### src/rtl/alu4_seq_ctrl_if.sv
// Command and response handshake bundle between a command source
// (host or microcode) and the alu4 sequencer.
interface alu4_seq_ctrl_if;
  logic       cmd_valid;
  logic       cmd_ready;
  logic       cmd_load;
  logic [2:0] cmd_op;
  logic [3:0] cmd_data;
  logic       rsp_valid;
  logic       rsp_ready;
  logic [3:0] rsp_data;
  logic       rsp_carry;
  logic       rsp_zero;

  // Command source side: issues commands, consumes responses.
  modport master (
    output cmd_valid, cmd_load, cmd_op, cmd_data, rsp_ready,
    input  cmd_ready, rsp_valid, rsp_data, rsp_carry, rsp_zero
  );

  // Sequencer side: accepts commands, produces responses.
  modport slave (
    input  cmd_valid, cmd_load, cmd_op, cmd_data, rsp_ready,
    output cmd_ready, rsp_valid, rsp_data, rsp_carry, rsp_zero
  );
endinterface

### src/rtl/alu4_seq_ctrl.sv
// Sequencing front end for one combinational alu4 instance.
// Commands {load, op, data} are queued in a small FIFO, issued one at a
// time to the ALU through registered operand/select outputs, and each
// result is returned on a held valid/ready response port in command order.
module alu4_seq_ctrl #(
  parameter int         DEPTH    = 4,
  parameter logic [3:0] ACC_INIT = 4'h0
) (
  input  logic                  clk,
  input  logic                  rst_n,
  alu4_seq_ctrl_if.slave        bus,
  output logic [3:0]            alu_a,
  output logic [3:0]            alu_b,
  output logic [2:0]            alu_sel,
  input  logic [3:0]            alu_out,
  input  logic                  alu_carry,
  output logic [3:0]            acc,
  output logic                  busy
);

  localparam int AW = $clog2(DEPTH);
  localparam logic [2:0] OP_CMP = 3'b111;

  typedef enum logic [1:0] {IDLE, EXEC, RESP} state_t;

  state_t      state;
  logic [7:0]  fifo_mem [DEPTH];
  logic [AW:0] wr_ptr;
  logic [AW:0] rd_ptr;
  logic        full;
  logic        empty;
  logic        push;
  logic        pop;
  logic [7:0]  head;
  logic        load_q;
  logic        rsp_valid_q;
  logic [3:0]  rsp_data_q;
  logic        rsp_carry_q;
  logic        rsp_zero_q;

  // Pointers carry an extra wrap bit so full and empty are distinguishable.
  assign empty = (wr_ptr == rd_ptr);
  assign full  = (wr_ptr[AW] != rd_ptr[AW]) && (wr_ptr[AW-1:0] == rd_ptr[AW-1:0]);

  // Full blocks a push even when a pop happens in the same cycle.
  assign push = bus.cmd_valid && !full;
  assign pop  = (state == IDLE) && !empty;
  assign head = fifo_mem[rd_ptr[AW-1:0]];

  assign bus.cmd_ready = !full;
  assign bus.rsp_valid = rsp_valid_q;
  assign bus.rsp_data  = rsp_data_q;
  assign bus.rsp_carry = rsp_carry_q;
  assign bus.rsp_zero  = rsp_zero_q;
  assign busy          = (state != IDLE) || !empty;

  // FIFO storage: payload only, validity is tracked by the pointers.
  always_ff @(posedge clk) begin
    if (push) begin
      fifo_mem[wr_ptr[AW-1:0]] <= {bus.cmd_load, bus.cmd_op, bus.cmd_data};
    end
  end

  // Write pointer advances on every accepted command.
  always_ff @(posedge clk or negedge rst_n) begin
    if (!rst_n) begin
      wr_ptr <= '0;
    end else if (push) begin
      wr_ptr <= wr_ptr + {{AW{1'b0}}, 1'b1};
    end
  end

  // Issue/execute/respond sequencer; also owns the read pointer and accumulator.
  always_ff @(posedge clk or negedge rst_n) begin
    if (!rst_n) begin
      state       <= IDLE;
      rd_ptr      <= '0;
      alu_a       <= '0;
      alu_b       <= '0;
      alu_sel     <= '0;
      load_q      <= 1'b0;
      acc         <= ACC_INIT;
      rsp_valid_q <= 1'b0;
      rsp_data_q  <= '0;
      rsp_carry_q <= 1'b0;
      rsp_zero_q  <= 1'b0;
    end else begin
      case (state)
        IDLE: begin
          if (pop) begin
            rd_ptr  <= rd_ptr + {{AW{1'b0}}, 1'b1};
            alu_a   <= acc;
            alu_b   <= head[3:0];
            alu_sel <= head[6:4];
            load_q  <= head[7];
            state   <= EXEC;
          end
        end
        EXEC: begin
          // Loads bypass the ALU; compare reports without touching acc.
          if (load_q) begin
            rsp_data_q  <= alu_b;
            rsp_carry_q <= 1'b0;
            rsp_zero_q  <= (alu_b == 4'h0);
            acc         <= alu_b;
          end else if (alu_sel == OP_CMP) begin
            rsp_data_q  <= alu_out;
            rsp_carry_q <= 1'b0;
            rsp_zero_q  <= (alu_out == 4'h0);
          end else begin
            rsp_data_q  <= alu_out;
            rsp_carry_q <= alu_carry;
            rsp_zero_q  <= (alu_out == 4'h0);
            acc         <= alu_out;
          end
          rsp_valid_q <= 1'b1;
          state       <= RESP;
        end
        RESP: begin
          if (bus.rsp_ready) begin
            rsp_valid_q <= 1'b0;
            state       <= IDLE;
          end
        end
        default: begin
          state <= IDLE;
        end
      endcase
    end
  end

endmodule

### src/flat_wrapper.sv
// flat-port wrapper written by rule: the top's interface ports become plain ports
module alu4_seq_ctrl_flat 
#(
  parameter int         DEPTH    = 4,
  parameter logic [3:0] ACC_INIT = 4'h0
)
  (clk, rst_n, alu_a, alu_b, alu_sel, alu_out, alu_carry, acc, busy, bus_cmd_valid, bus_cmd_load, bus_cmd_op, bus_cmd_data, bus_rsp_ready, bus_cmd_ready, bus_rsp_valid, bus_rsp_data, bus_rsp_carry, bus_rsp_zero);
  alu4_seq_ctrl_if bus_i ();
  input  logic clk;
  input  logic rst_n;
  output logic [3:0] alu_a;
  output logic [3:0] alu_b;
  output logic [2:0] alu_sel;
  input  logic [3:0] alu_out;
  input  logic alu_carry;
  output logic [3:0] acc;
  output logic busy;
  input wire logic [$bits(bus_i.cmd_valid)-1:0] bus_cmd_valid;
  input wire logic [$bits(bus_i.cmd_load)-1:0] bus_cmd_load;
  input wire logic [$bits(bus_i.cmd_op)-1:0] bus_cmd_op;
  input wire logic [$bits(bus_i.cmd_data)-1:0] bus_cmd_data;
  input wire logic [$bits(bus_i.rsp_ready)-1:0] bus_rsp_ready;
  output wire logic [$bits(bus_i.cmd_ready)-1:0] bus_cmd_ready;
  output wire logic [$bits(bus_i.rsp_valid)-1:0] bus_rsp_valid;
  output wire logic [$bits(bus_i.rsp_data)-1:0] bus_rsp_data;
  output wire logic [$bits(bus_i.rsp_carry)-1:0] bus_rsp_carry;
  output wire logic [$bits(bus_i.rsp_zero)-1:0] bus_rsp_zero;
  assign bus_i.cmd_valid = bus_cmd_valid;
  assign bus_i.cmd_load = bus_cmd_load;
  assign bus_i.cmd_op = bus_cmd_op;
  assign bus_i.cmd_data = bus_cmd_data;
  assign bus_i.rsp_ready = bus_rsp_ready;
  assign bus_cmd_ready = bus_i.cmd_ready;
  assign bus_rsp_valid = bus_i.rsp_valid;
  assign bus_rsp_data = bus_i.rsp_data;
  assign bus_rsp_carry = bus_i.rsp_carry;
  assign bus_rsp_zero = bus_i.rsp_zero;
  alu4_seq_ctrl #(.DEPTH(DEPTH), .ACC_INIT(ACC_INIT)) u_core (.clk(clk), .rst_n(rst_n), .bus(bus_i), .alu_a(alu_a), .alu_b(alu_b), .alu_sel(alu_sel), .alu_out(alu_out), .alu_carry(alu_carry), .acc(acc), .busy(busy));
endmodule
### config.mk
export PLATFORM = sky130hd
export DESIGN_NAME = alu4_seq_ctrl_flat
export DESIGN_NICKNAME = d
export VERILOG_FILES = /design/src/rtl/alu4_seq_ctrl_if.sv /design/src/rtl/alu4_seq_ctrl.sv /design/src/flat_wrapper.sv
export SDC_FILE = /design/constraint.sdc
export NUM_CORES = 1
export LEC_CHECK = 0
export ABC_AREA = 1
export ABC_CLOCK_PERIOD_IN_PS = 2000
export BUFFER_PORTS_ARGS = -buffer_cell sky130_fd_sc_hd__buf_2
export CORE_UTILIZATION = 45
export CTS_BUF_LIST = sky130_fd_sc_hd__clkbuf_16
export CTS_CLUSTER_DIAMETER = 200
export DETAILED_ROUTE_END_ITERATION = 6
export GPL_TIMING_DRIVEN = 1
export PLACE_DENSITY = 0.67
export SLEW_MARGIN = 30
export SYNTH_ARGS = -nofsm -noshare
export SYNTH_HDL_FRONTEND = slang
export SYNTH_SLANG_ARGS = --single-unit
### constraint.sdc
create_clock -name clk -period 2 [get_ports clk]
set_input_delay 0.4 -clock clk [delete_from_list [all_inputs] [get_ports clk]]
set_output_delay 0.4 -clock clk [all_outputs]
set_load 0.05 [all_outputs]
==> Word-level counts from Yosys, hierarchy flattened <==
Memory sizes are Yosys's and may differ from the RTL's. A register that Yosys moved wholly into a read port is not among the register bits.
Index checks and enable logic that the tools add are counted.
{ "op_classes": {"reduce_logical": 16, "mux": 13, "add_sub_neg": 2, "eq_ne": 9} }
{ "op_table": {"columns": ["op", "count"], "rows": [
  ["4-bit 2-to-1 mux", 3],
  ["4-bit logical NOT", 2],
  ["2-bit AND reduction", 4],
  ["3-bit by 1-bit adder with 3-bit output (second input constant)", 2],
  ["1-bit 2-to-1 mux", 6],
  ["2-bit one-hot mux with 3 select lines", 1],
  ["2-bit 2-to-1 mux", 2],
  ["2-bit by 1-bit != test with 1-bit output (second input constant)", 2],
  ["2-bit nonzero test", 2],
  ["3-bit equality test", 1],
  ["3-bit equality test (second input constant)", 1],
  ["1-bit logical AND", 3],
  ["1-bit logical NOT", 3],
  ["2-bit by 1-bit equality test with 1-bit output (second input constant)", 1],
  ["2-bit equality test", 1],
  ["2-bit equality test (second input constant)", 1],
  ["2-bit logical NOT", 1],
  ["2-bit != test (second input constant)", 1],
  ["1-bit one-hot mux with 2 select lines", 1],
  ["1-bit logical OR", 1],
  ["1-bit != test", 1]
]} }
{ "totals": {"elab_cells": 50, "register_bits": 23, "ram_bits": 32, "n_memories": 1, "inputBits": 17} }
{ "memory_table": {"columns": ["memory", "depth", "width", "rd", "rd_ports_with_merged_regs", "wr", "line_no", "text"], "rows": [
  ["u_core.fifo_mem", 4, 8, 1, 1, 1, "alu4_seq_ctrl.sv:27", "logic [7:0] fifo_mem [DEPTH];"]
]} }

==> Depth between registers and ports, before layout <==
Gate-level depths: netlist of run 1.
{ "depth": {"depth_word": 6, "mapped_depth": 9} }

==> Least setup slack after synthesis of run 1 <==
No wires, ideal clock.
{ "synth_timing": {"kind": "flip-flop to flip-flop", "from": "reg u_core.rd_ptr[0]", "to": "mem u_core.fifo_mem[0][0] (enable)", "period_less_slack_ns": 1.839, "required_ns": 1.629, "t_arrival_ns": 1.469, "setup_ns": 0.371, "setup_slack_ns": 0.161, "stages_incl_launch_ff": 8, "n_path_buf": 1, "cell_sequence": "dfrtp_1 -> buf_6 -> inv_8 -> nand2_2 -> nand2_4 -> nand3_2 -> nand2_2 -> nor2_1"} }
{ "synth_between": {"elab_chain_cells": 6} }
{ "synth_rtl": {"columns": ["item", "line_no", "text"], "rows": [
  ["start, declared", "alu4_seq_ctrl.sv:29", "logic [AW:0] rd_ptr;"],
  ["start signal, assigned", "alu4_seq_ctrl.sv:91", "rd_ptr <= rd_ptr + {{AW{1'b0}}, 1'b1};"],
  ["2-bit equality test", "alu4_seq_ctrl.sv:43", "assign full = (wr_ptr[AW] != rd_ptr[AW]) && (wr_ptr[AW-1:0] == rd_ptr[AW-1:0]);"],
  ["1-bit logical AND", "alu4_seq_ctrl.sv:43", null],
  ["1-bit logical NOT", null, null],
  ["net bus_cmd_ready", "flat_wrapper.sv:23", "output wire logic [$bits(bus_i.cmd_ready)-1:0] bus_cmd_ready;"],
  ["1-bit logical AND", "alu4_seq_ctrl.sv:46", "assign push = bus.cmd_valid && !full;"],
  ["1-bit 2-to-1 mux", "alu4_seq_ctrl.sv:59", "if (push) begin"],
  ["1-bit 2-to-1 mux (not written as such)", "alu4_seq_ctrl.sv:60", "fifo_mem[wr_ptr[AW-1:0]] <= {bus.cmd_load, bus.cmd_op, bus.cmd_data};"],
  ["end, declared", "alu4_seq_ctrl.sv:27", null]
]} }
The timed path passes the listed nets, and every way through them passes these cells.

==> Worst setup path after layout of run 1 <==
{ "layout_timing": {"from": "reg u_core.wr_ptr[1]", "to": "out bus_cmd_ready"} }
{ "layout_between": {"elab_chain_cells": 3} }
{ "layout_rtl": {"columns": ["item", "line_no", "text"], "rows": [
  ["start, declared", "alu4_seq_ctrl.sv:28", "logic [AW:0] wr_ptr;"],
  ["start signal, assigned", "alu4_seq_ctrl.sv:69", "wr_ptr <= wr_ptr + {{AW{1'b0}}, 1'b1};"],
  ["2-bit equality test", "alu4_seq_ctrl.sv:43", null],
  ["1-bit logical AND", "alu4_seq_ctrl.sv:43", null],
  ["1-bit logical NOT", "alu4_seq_ctrl.sv:50", "assign bus.cmd_ready = !full;"],
  ["end, declared", "flat_wrapper.sv:23", null]
]} }
Every way passes these cells.

==> summary.txt, run 1 <==
Job
  • Max Cap Viol: 0

Detailed routing
  • DRT antenna net count: 0
  • Initial DRC count: roughly 140
  • DR DRC count: 0
  • Drt via density: ~4.8
  • Via count: just over 2000
  • Drt pass-1 iters: 6
  • Routed len/inst: 13.0 µm
  • WL final: 5690 µm

Setup path
  • Crit Path Class: flop to output port
  • CP Data Required Time: approximately 1600 ps
  • Buf+Inv Stages, Crit Path: 1
  • Cell Chain, Critical Path: xnor2_2 -> nand3_2 -> buf_2
  • Critical Path Source Type: flop
  • Slowest stage cell, crit path: dfrtp_1
  • Cell family with most CP delay: flip-flops
  • CP endpoint kind: output port
  • Max stage delay on crit path: 450 ps
  • WP data arrival: ~1500 ps
  • Critical path fanouts, max: 5

Global routing
  • Global-route wire length before repair: between 9000 and 10000 µm
  • Initial antenna violation count: 0
  • GRT overflow: 0
  • Largest net degree at the start of global routing: 32
  • Number of global-route vias before repair: 1930
  • Total GRT Usage: 0.185

Clock network
  • # clock sinks: 63
  • Post_cts resized: 0
  • Clk buf depth: 2
  • Hold buffers post-CTS: 0
  • CTS Buf Count: 9
  • H-Tree Depth: 3
  • Clk pin slew, worst setup/hold paths: 50 ps
  • Clk_lat worst skew: between 300 and 400 ps
  • Root buf cell: clkbuf_16
  • Postcts setup bufs: 0
  • CTS tree: yes

STA
  • Worst Skew: around 6.0 ps
  • RSZ-0062 raised after global routing: no
  • Max frequency: ~530 MHz
  • Setup TNS after final layout: 0 ps
  • Final period util: 0.944
  • Slew Limit Fails: 0
  • Final hold viol count: 0
  • Least-Margin Pin Slew: about 720 ps
  • Slew HR: 0.522
  • Tmin final: about 1900 ps
  • Final setup fails: 0

Final layout
  • Final #Nets: 379
  • Non-filler cells, final: about 440
  • Layout Area Growth over Synthesis: 19.2%
  • Share of cells above drive strength 1: 0.224
  • Post-Route Utilization: 0.571
  • ANT cells: 0

Placement
  • Placer Congestion: about 0.84
  • Port buffer count: 40
  • Placed Cells incl. Taps: 421
  • Detailed-placement wirelength estimate: around 4000 µm

Synth
  • Syn avg cell area: around 9.4 µm²
  • Mapped Area: between 2000 and 3000 µm²
  • Sequential share of the synthesized area: 0.595
  • FF+latch count, synth: 63
  • Synthesized net count: ~330
  • Syn. warnings: 0
  • Netlist cell types: 23
  • Mapped Cells: between 300 and 400

Power
  • Power Density: 1900 nW/µm²
  • Leakage: about 1.8 nW
  • Worst vdd ir: roughly 1.2 mV

Floorplan
  • Die footprint: between 6000 and 7000 µm²
  • Die width: around 83 µm
  • Rows: 28
  • Core area: just over 6000 µm²
  • IO Pins: between 40 and 50
  • Initial Util: 0.479
  • Height of the die: slightly above 80 µm

Min path
  • Worst hold path type: input pin to asynchronous set/reset pin

Status
  • Status: complete, no violations
## cell type report
cell class / count / area [µm²]
flip-flops and latches: 63 / 1740
clock buffers: 10 / 250
inverters: 50 / 195
well taps: 75 / 93.8
multi-input cells: 188 / 917
repair buffers: 45 / 238
clock inverters: 6 / 51.3
fillers: 560 / 2610
## routing by layer
layer | up-vias | GRT usage | part of all wire | wire length (µm)
met2 | 47 | 0.299 | 0.48 | 2740
met3 | 9 | 0.0407 | 0.036 | 205
met5 | - | 0 | 0 | 0
met1 | 955 | 0.240 | 0.46 | 2640
met4 | 0 | 0.0828 | 0.019 | 106
li1 | 1068 | - | - | -
## worst register-to-register path, stage by stage, from the launching register on
cell,delay (ps)
dfrtp_1,420
inv_1,120
nand2_2,100
nand2_4,60
nand3_2,110
nand2_2,120
nor2_1,530
## registers in the layout (all words and copies together), names as in the netlist
signal,cells
u_core.acc,4
u_core.alu_a,4
u_core.alu_b,4
u_core.alu_sel,3
u_core.bus.rsp_carry,1
u_core.bus.rsp_data,4
u_core.bus.rsp_valid,1
u_core.bus.rsp_zero,1
u_core.fifo_mem,32
u_core.load_q,1
u_core.rd_ptr,3
u_core.state,2
u_core.wr_ptr,3
## path summary, 6_finish.rpt
kind | startpoint | end | slack [ps] | cells past startpoint
setup / recovery | u_core.wr_ptr[1] | bus_cmd_ready | 110 | 3
hold / removal | rst_n | u_core.bus.rsp_data[0] | 130 | 1
setup reg to reg | u_core.wr_ptr[0] | u_core.fifo_mem[3][2] | 160 | 6
hold reg to reg | u_core.alu_a[2] | u_core.alu_a[2] | 470 | 2
max in group asynchronous | rst_n | u_core.acc[0] | 1410 | 1
min in group clk | bus_cmd_data[0] | u_core.fifo_mem[0][0] | 310 | 1
## placed cells by master (no fill, tap or decap)
cell,synthesis,layout
xnor2_2,1,1
nor2_1,8,8
nand2_2,14,14
nor3_1,1,1
nand3_1,41,41
nand3_4,1,1
clkinv_1,0,1
nand4_1,3,3
nand3_2,1,1
edfxtp_1,32,32
clkinv_2,0,2
inv_8,1,1
buf_4,2,5
nand2_1,102,102
bufinv_16,0,1
inv_2,2,2
nor2_4,1,1
clkbuf_16,0,10
buf_2,5,40
dfrtp_1,31,31
inv_1,47,49
xor2_1,2,2
ha_1,5,5
nand2_4,2,2
o21ai_0,6,6
## synth_stat cells (all sizes together)
cell type	count	area [µm²]
nand2	118	493
edfxtp	32	961
xor2	2	17.5
o21ai	6	30.0
buf	9	71.3
inv	50	195
nor2	9	41.3
nand4	3	18.8
xnor2	1	16.3
nand3	43	233
dfrtp	31	776
ha	5	62.6
nor3	1	5.00
## stage by stage
stage               hold WS, ps  setup WS (ps)  power (mW)  area (µm²)
detailed placement          458            133        5.12        3180
global placement            451            203        5.07        3180
CTS                         152            106        6.69        3480
finish                      133            111        6.62        3480
global route                183           2.89        7.10        3480
floorplan                   104            161        4.53        2920
## cell families (layout without fill, tap and decap cells)
kind of cell	count (synthesis)	count (layout)	share of synthesized area
flops	63	63	0.595
buf+inv	59	111	0.0913
xor+xnor	3	3	0.0116
compound gates	6	6	0.0103
simple gates	174	174	0.271
fa+ha+maj	5	5	0.0214
## report_power, final
part	switching, mW	internal (mW)
Sequential	0.327	1.83
Combinational	2.09	0.823
Clock	0.523	1.02
(Power assumes the default switching activity.)
==> inputs of run 2 (changes only) <==
CORE_UTILIZATION = 57   (was 45)
PLACE_DENSITY = 0.81   (was 0.67)
==> summary.txt, run 2 (synthesized netlist as in run 1, its figures left out) <==
Status
  • Status: complete, no violations

STA
  • Final period util: 0.947 (+0.00299)
  • RSZ-0062 raised after global routing: yes
  • Slew HR: 0.552 (+0.0297)
  • Final setup fails: 0 (unchanged)
  • Slew Limit Fails: 0 (unchanged)
  • Least-Margin Pin Slew: 672 ps (-44.6 ps)
  • Max frequency: 528 MHz (-0.32%)
  • Worst Skew: 2.87 ps (-3.16 ps)
  • Final hold viol count: 0 (unchanged)
  • Tmin final: 1890 ps (+5.97 ps)

Setup path
  • Critical Path Source Type: flop
  • WP data arrival: 1490 ps (about the same)
  • Worst r2r path cells: 6 (unchanged)
  • CP endpoint kind: output port
  • Crit Path Class: flop to output port
  • Critical path fanouts, max: 5 (unchanged)
  • CP Data Required Time: 1600 ps (about the same)

Final layout
  • Final #Nets: 378 (-0.26%)
  • Post-Route Utilization: 0.714 (+0.143)
  • Non-filler cells, final: 428 (-2.1%)
  • ANT cells: 0 (unchanged)
  • Fill count: 386 (-31%)
  • Share of cells above drive strength 1: 0.227 (+0.00339)
  • Most common cell after layout, fill and taps aside: nand2_1
  • Commonest cells after routing, fill and taps aside: 102 x nand2_1, 47 x inv_1, 41 x nand3_1
  • Max reg flops: 32 (unchanged)
  • Layout Area Growth over Synthesis: 17.7%

Clock network
  • Clk buf depth: 2 (unchanged)
  • Root buf cell: clkbuf_16
  • CTS Buf Count: 9 (unchanged)
  • Hold buffers post-CTS: 0 (unchanged)
  • CTS tree: yes
  • H-Tree Depth: 3 (unchanged)
  • Clk_lat worst skew: 320 ps (about the same)
  • Clk pin slew, worst setup/hold paths: 60 ps (about the same)
  • # clock sinks: 63 (unchanged)

Floorplan
  • Die width: 73.6 µm (-11%)
  • Rows: 25 (-11%)
  • Die footprint: 5410 µm² (-21%)
  • Initial Util: 0.606 (+0.127)
  • Height of the die: 73.6 µm (-11%)
  • Core area: 4820 µm² (-21%)
  • IO Pins: 41 (unchanged)

Global routing
  • Number of global-route vias before repair: 1905 (-1.3%)
  • Global-route wire length before repair: 8970 µm (-1.3%)
  • Total GRT Usage: 0.233 (+0.0476)
  • Met1 GRT Util: 0.309 (+0.0690)
  • Largest net degree at the start of global routing: 32 (unchanged)
  • GR peak layer: met2
  • GRT overflow: 0 (unchanged)
  • Initial antenna violation count: 0 (unchanged)
  • Met2 Use GR: 0.368 (+0.0688)
  • Met3 Track Usage GR: 0.0494 (+0.00872)

Power
  • Comb power frac: 0.450 (+0.009)
  • Switching share of power: 0.464 (+0.0187)
  • P_sw: 3.00 mW (+2.0%)
  • Internal: 3.47 mW (-5.4%)
  • Worst vdd ir: 1.17 mV (-1.6%)
  • Power Density: 1880 nW/µm² (-0.90%)
  • Seq pwr share: 0.334 (+0.008)
  • Clock Power Share: 0.216 (-0.017)
  • Leakage: 1.75 nW (-1.9%)

Job
  • Max Cap Viol: 0 (unchanged)

Detailed routing
  • Via count: 2098 (+0.91%)
  • Drt pass-1 iters: 4 (-2)
  • Drt via density: 4.90 (+3.0%)
  • Initial DRC count: 134 (-5.0%)
  • Routed len/inst: 13.1 µm (+0.83%)
  • DR DRC count: 0 (unchanged)
  • DRT antenna net count: 0 (unchanged)
  • WL final: 5620 µm (-1.2%)

Placement
  • Port buffer count: 40 (unchanged)
  • Detailed-placement wirelength estimate: 4060 µm (-0.63%)
  • Placer Congestion: 0.897 (+6.3%)
  • Placed Cells incl. Taps: 412 (-2.1%)

Min path
  • Worst hold path type: input pin to asynchronous set/reset pin
## run 2: cell count changes in the layout (fill, tap and decap cells not counted), sizes merged
cell and delta:
buf -1, bufinv -1, clkbuf -1, clkinv +2, clkinvlp +2, inv -2
## run 2: worst paths after layout
path,from,endpoint,slack [ps]
worst max-delay path,u_core.wr_ptr[0],bus_cmd_ready,110
min in group clk,bus_cmd_op[1],u_core.fifo_mem[2][5],300
worst max register to register,u_core.wr_ptr[0],u_core.fifo_mem[0][3],110
max in group asynchronous,rst_n,u_core.wr_ptr[1],1460
worst min-delay path,rst_n,u_core.bus.rsp_valid,110
worst min register to register,u_core.alu_a[0],u_core.alu_a[0],470
## run 2: power groups by stage
stage	registers, mW	clock network [mW]	logic, mW
finish	2.16	1.40	2.92
global route	2.21	1.48	3.22
CTS	2.16	1.42	2.94
detailed placement	2.18	0	2.91
global placement	2.16	0	2.86
floorplan	2.81	0	1.72
## run 2: final cells by class
type | instances | area [µm²] | share of cell area
sequential | 63 | 1740 | 0.505
tap | 67 | 83.8 | 0.0244
inverter | 50 | 195 | 0.0568
clock buffer | 9 | 225 | 0.0655
clock inverter | 7 | 50.0 | 0.0146
timing repair buffer | 44 | 230 | 0.0670
multi-input combinational | 188 | 917 | 0.267
## run 2: repair_timing
item / 4_1_cts / 5_1_grt
buffers inserted: 0 / 0
resized for setup: 0 / 0
endpoints found under the setup margin: 0 / 16
## run 2: critical path: stages (launching register included)
cell     delay [ps]
dfrtp_1         450
inv_1           170
nand2_2          90
nand2_4          80
nand3_2         130
buf_2           250
## run 2: stage by stage
step	hold slack (ps)	worst slack [ps]	total power, mW	cell area (µm²)	TNS, ps
6_report	113	105	6.48	3440	0
3_5_place_dp	459	121	5.09	3160	0
2_1_floorplan	104	161	4.53	2920	0
3_3_place_gp	451	208	5.02	3160	0
4_1_cts	132	98.0	6.51	3440	0
5_1_grt	165	-22.4	6.91	3440	-319
## run 2: routing by layer
metal	wire (µm)	vias up
met5	0	-
met4	92	0
met3	281	9
met2	2630	72
met1	2620	942
li1	-	1075
==> inputs of run 3 (changes only) <==
ABC_CLOCK_PERIOD_IN_PS = 2300   (was 2000)
CORE_UTILIZATION = 61   (was 57)
PLACE_DENSITY = 0.86   (was 0.81)
clock period = 2.3 ns   (was 2 ns; I/O delays follow)
==> summary.txt, run 3 (synthesized netlist as in run 1, its figures left out) <==
Placement
  • Placed Cells incl. Taps: 397 (-3.6%)
  • Pre-CTS setup slack: 283 ps (+163 ps)
  • Detailed-placement wirelength estimate: 3980 µm (-1.8%)
  • Port buffer count: 40 (unchanged)
  • Placer Congestion: 0.833 (-7.2%)

Clock network
  • Clk buf depth: 2 (unchanged)
  • CTS Buf Count: 9 (unchanged)
  • Hold buffers post-CTS: 0 (unchanged)
  • Clk_lat worst skew: 330 ps (about the same)
  • Postcts setup bufs: 0 (unchanged)
  • # clock sinks: 63 (unchanged)
  • Root buf cell: clkbuf_16
  • H-Tree Depth: 3 (unchanged)
  • Post_cts resized: 0 (unchanged)
  • Clk pin slew, worst setup/hold paths: 60 ps (about the same)
  • CTS tree: yes

Power
  • Power Density: 1730 nW/µm² (-8.1%)
  • Worst vdd ir: 1.01 mV (-14%)
  • Leakage: 1.79 nW (+1.9%)

STA
  • Slew Limit Fails: 0 (unchanged)
  • Max frequency: between 500 and 600 MHz
  • Slew HR: 0.513 (-0.0394)
  • Worst Skew: 7.06 ps (+4.19 ps)
  • Final period util: 0.869
  • RSZ-0062 raised after global routing: no
  • Least-Margin Pin Slew: 728 ps (+56.4 ps)
  • Final setup fails: 0 (unchanged)
  • Tmin final: ~2000 ps
  • Final worst setup slack: 301 ps (+196 ps)
  • Final hold viol count: 0 (unchanged)
  • Setup TNS after final layout: 0 ps (unchanged)

Floorplan
  • Core area: 4470 µm² (-7.1%)
  • Rows: 24 (-4.0%)
  • Height of the die: 71.2 µm (-3.2%)
  • Initial Util: 0.653 (+0.0465)
  • Die footprint: 5070 µm² (-6.4%)
  • IO Pins: 41 (unchanged)
  • Die width: 71.2 µm (-3.2%)

Setup path
  • CP Data Required Time: 2250 ps (+650 ps)
  • Critical path fanouts, max: 18 (+13)
  • Crit Path Class: flop to flop
  • WP data arrival: 1950 ps (+460 ps)
  • Critical Path Source Type: flop
  • CP endpoint kind: flop

Detailed routing
  • Drt via density: 5.36 (+9.4%)
  • DRT antenna net count: 0 (unchanged)
  • Initial DRC count: 236 (+76%)
  • DR DRC count: 5 (+5)
  • Drt pass-1 iters: 6 (+2)
  • Routed len/inst: 14.7 µm (+12%)
  • Via count: 2215 (+5.6%)
  • WL final: 6070 µm (+8.0%)

Global routing
  • Largest net degree at the start of global routing: 32 (unchanged)
  • Total GRT Usage: 0.266 (+0.0330)
  • GRT overflow: 0 (unchanged)
  • Number of global-route vias before repair: 2104 (+10%)
  • Global-route wire length before repair: 9650 µm (+7.5%)
  • Initial antenna violation count: 0 (unchanged)

Final layout
  • ANT cells: 0 (unchanged)
  • Max reg flops: 32 (unchanged)
  • Final #Nets: 378 (unchanged)
  • Most common cell after layout, fill and taps aside: nand2_1
  • Share of cells above drive strength 1: 0.227 (unchanged)
  • Commonest cells after routing, fill and taps aside: 102 x nand2_1, 47 x inv_1, 41 x nand3_1
  • Non-filler cells, final: 413 (-3.5%)
  • Layout Area Growth over Synthesis: 19.2%

Min path
  • Worst hold path type: input pin to asynchronous set/reset pin

Status
  • Failing checks: design-rule violations
  • Status: finished with violations

Job
  • Max Cap Viol: 0 (unchanged)
==> run 3: changes by cell type in the layout (fill, tap and decap cells not counted) <==
cell / delta
bufinv_16: +3
clkinv_2: +1
clkinvlp_4: -1
clkinv_4: -3
==> run 3: worst paths after layout <==
path | cells past startpoint | startpoint | slack [ps] | end
worst max-delay path | 6 | u_core.rd_ptr[0] | 300 | u_core.fifo_mem[0][3]
worst min-delay path | 1 | rst_n | 170 | u_core.bus.rsp_valid
worst max register to register | 6 | u_core.rd_ptr[0] | 300 | u_core.fifo_mem[0][3]
worst min register to register | 2 | u_core.alu_a[2] | 470 | u_core.alu_a[2]
max in group asynchronous | 1 | rst_n | 1690 | u_core.alu_sel[0]
min in group clk | 1 | bus_cmd_data[0] | 350 | u_core.fifo_mem[2][0]
==> run 3: layer usage <==
metal	GRT usage	wire, µm
met1	0.287	2330
met2	0.475	3270
met3	0.0712	277
met4	0.142	192
met5	0	0
==> run 3: area by class of cell <==
class | instances | area, µm²
Timing Repair Buffer | 44 | 230
Multi-Input combinational cell | 188 | 917
Sequential cell | 63 | 1740
Tap cell | 52 | 65.1
Fill cell | 282 | 993
Inverter | 50 | 195
Clock inverter | 7 | 111
Clock buffer | 9 | 225
==> run 3: worst max-delay path: stages, from the launching register on <==
cell	delay, ps
dfrtp_1	550
inv_8	100
nand2_2	90
nand2_4	60
nand3_2	110
nand2_2	120
nor2_1	580
==> run 3: stage by stage <==
step                power (mW)  area [µm²]  hold slack [ps]   util
finish                    6.02        3480              172  0.778
CTS                       6.04        3480              188  0.778
detailed placement        4.44        3140              458  0.703
global route              6.36        3480              218  0.778
global placement          4.36        3140              450  0.703
floorplan                 3.94        2920              164      -
==> run 3: power breakdown <==
group          internal (mW)  leakage (nW)  switching (mW)
Sequential              1.59         0.679           0.302
Combinational          0.708         0.946            1.90
Clock                   1.05         0.163           0.471
Total                   3.35          1.79            2.68
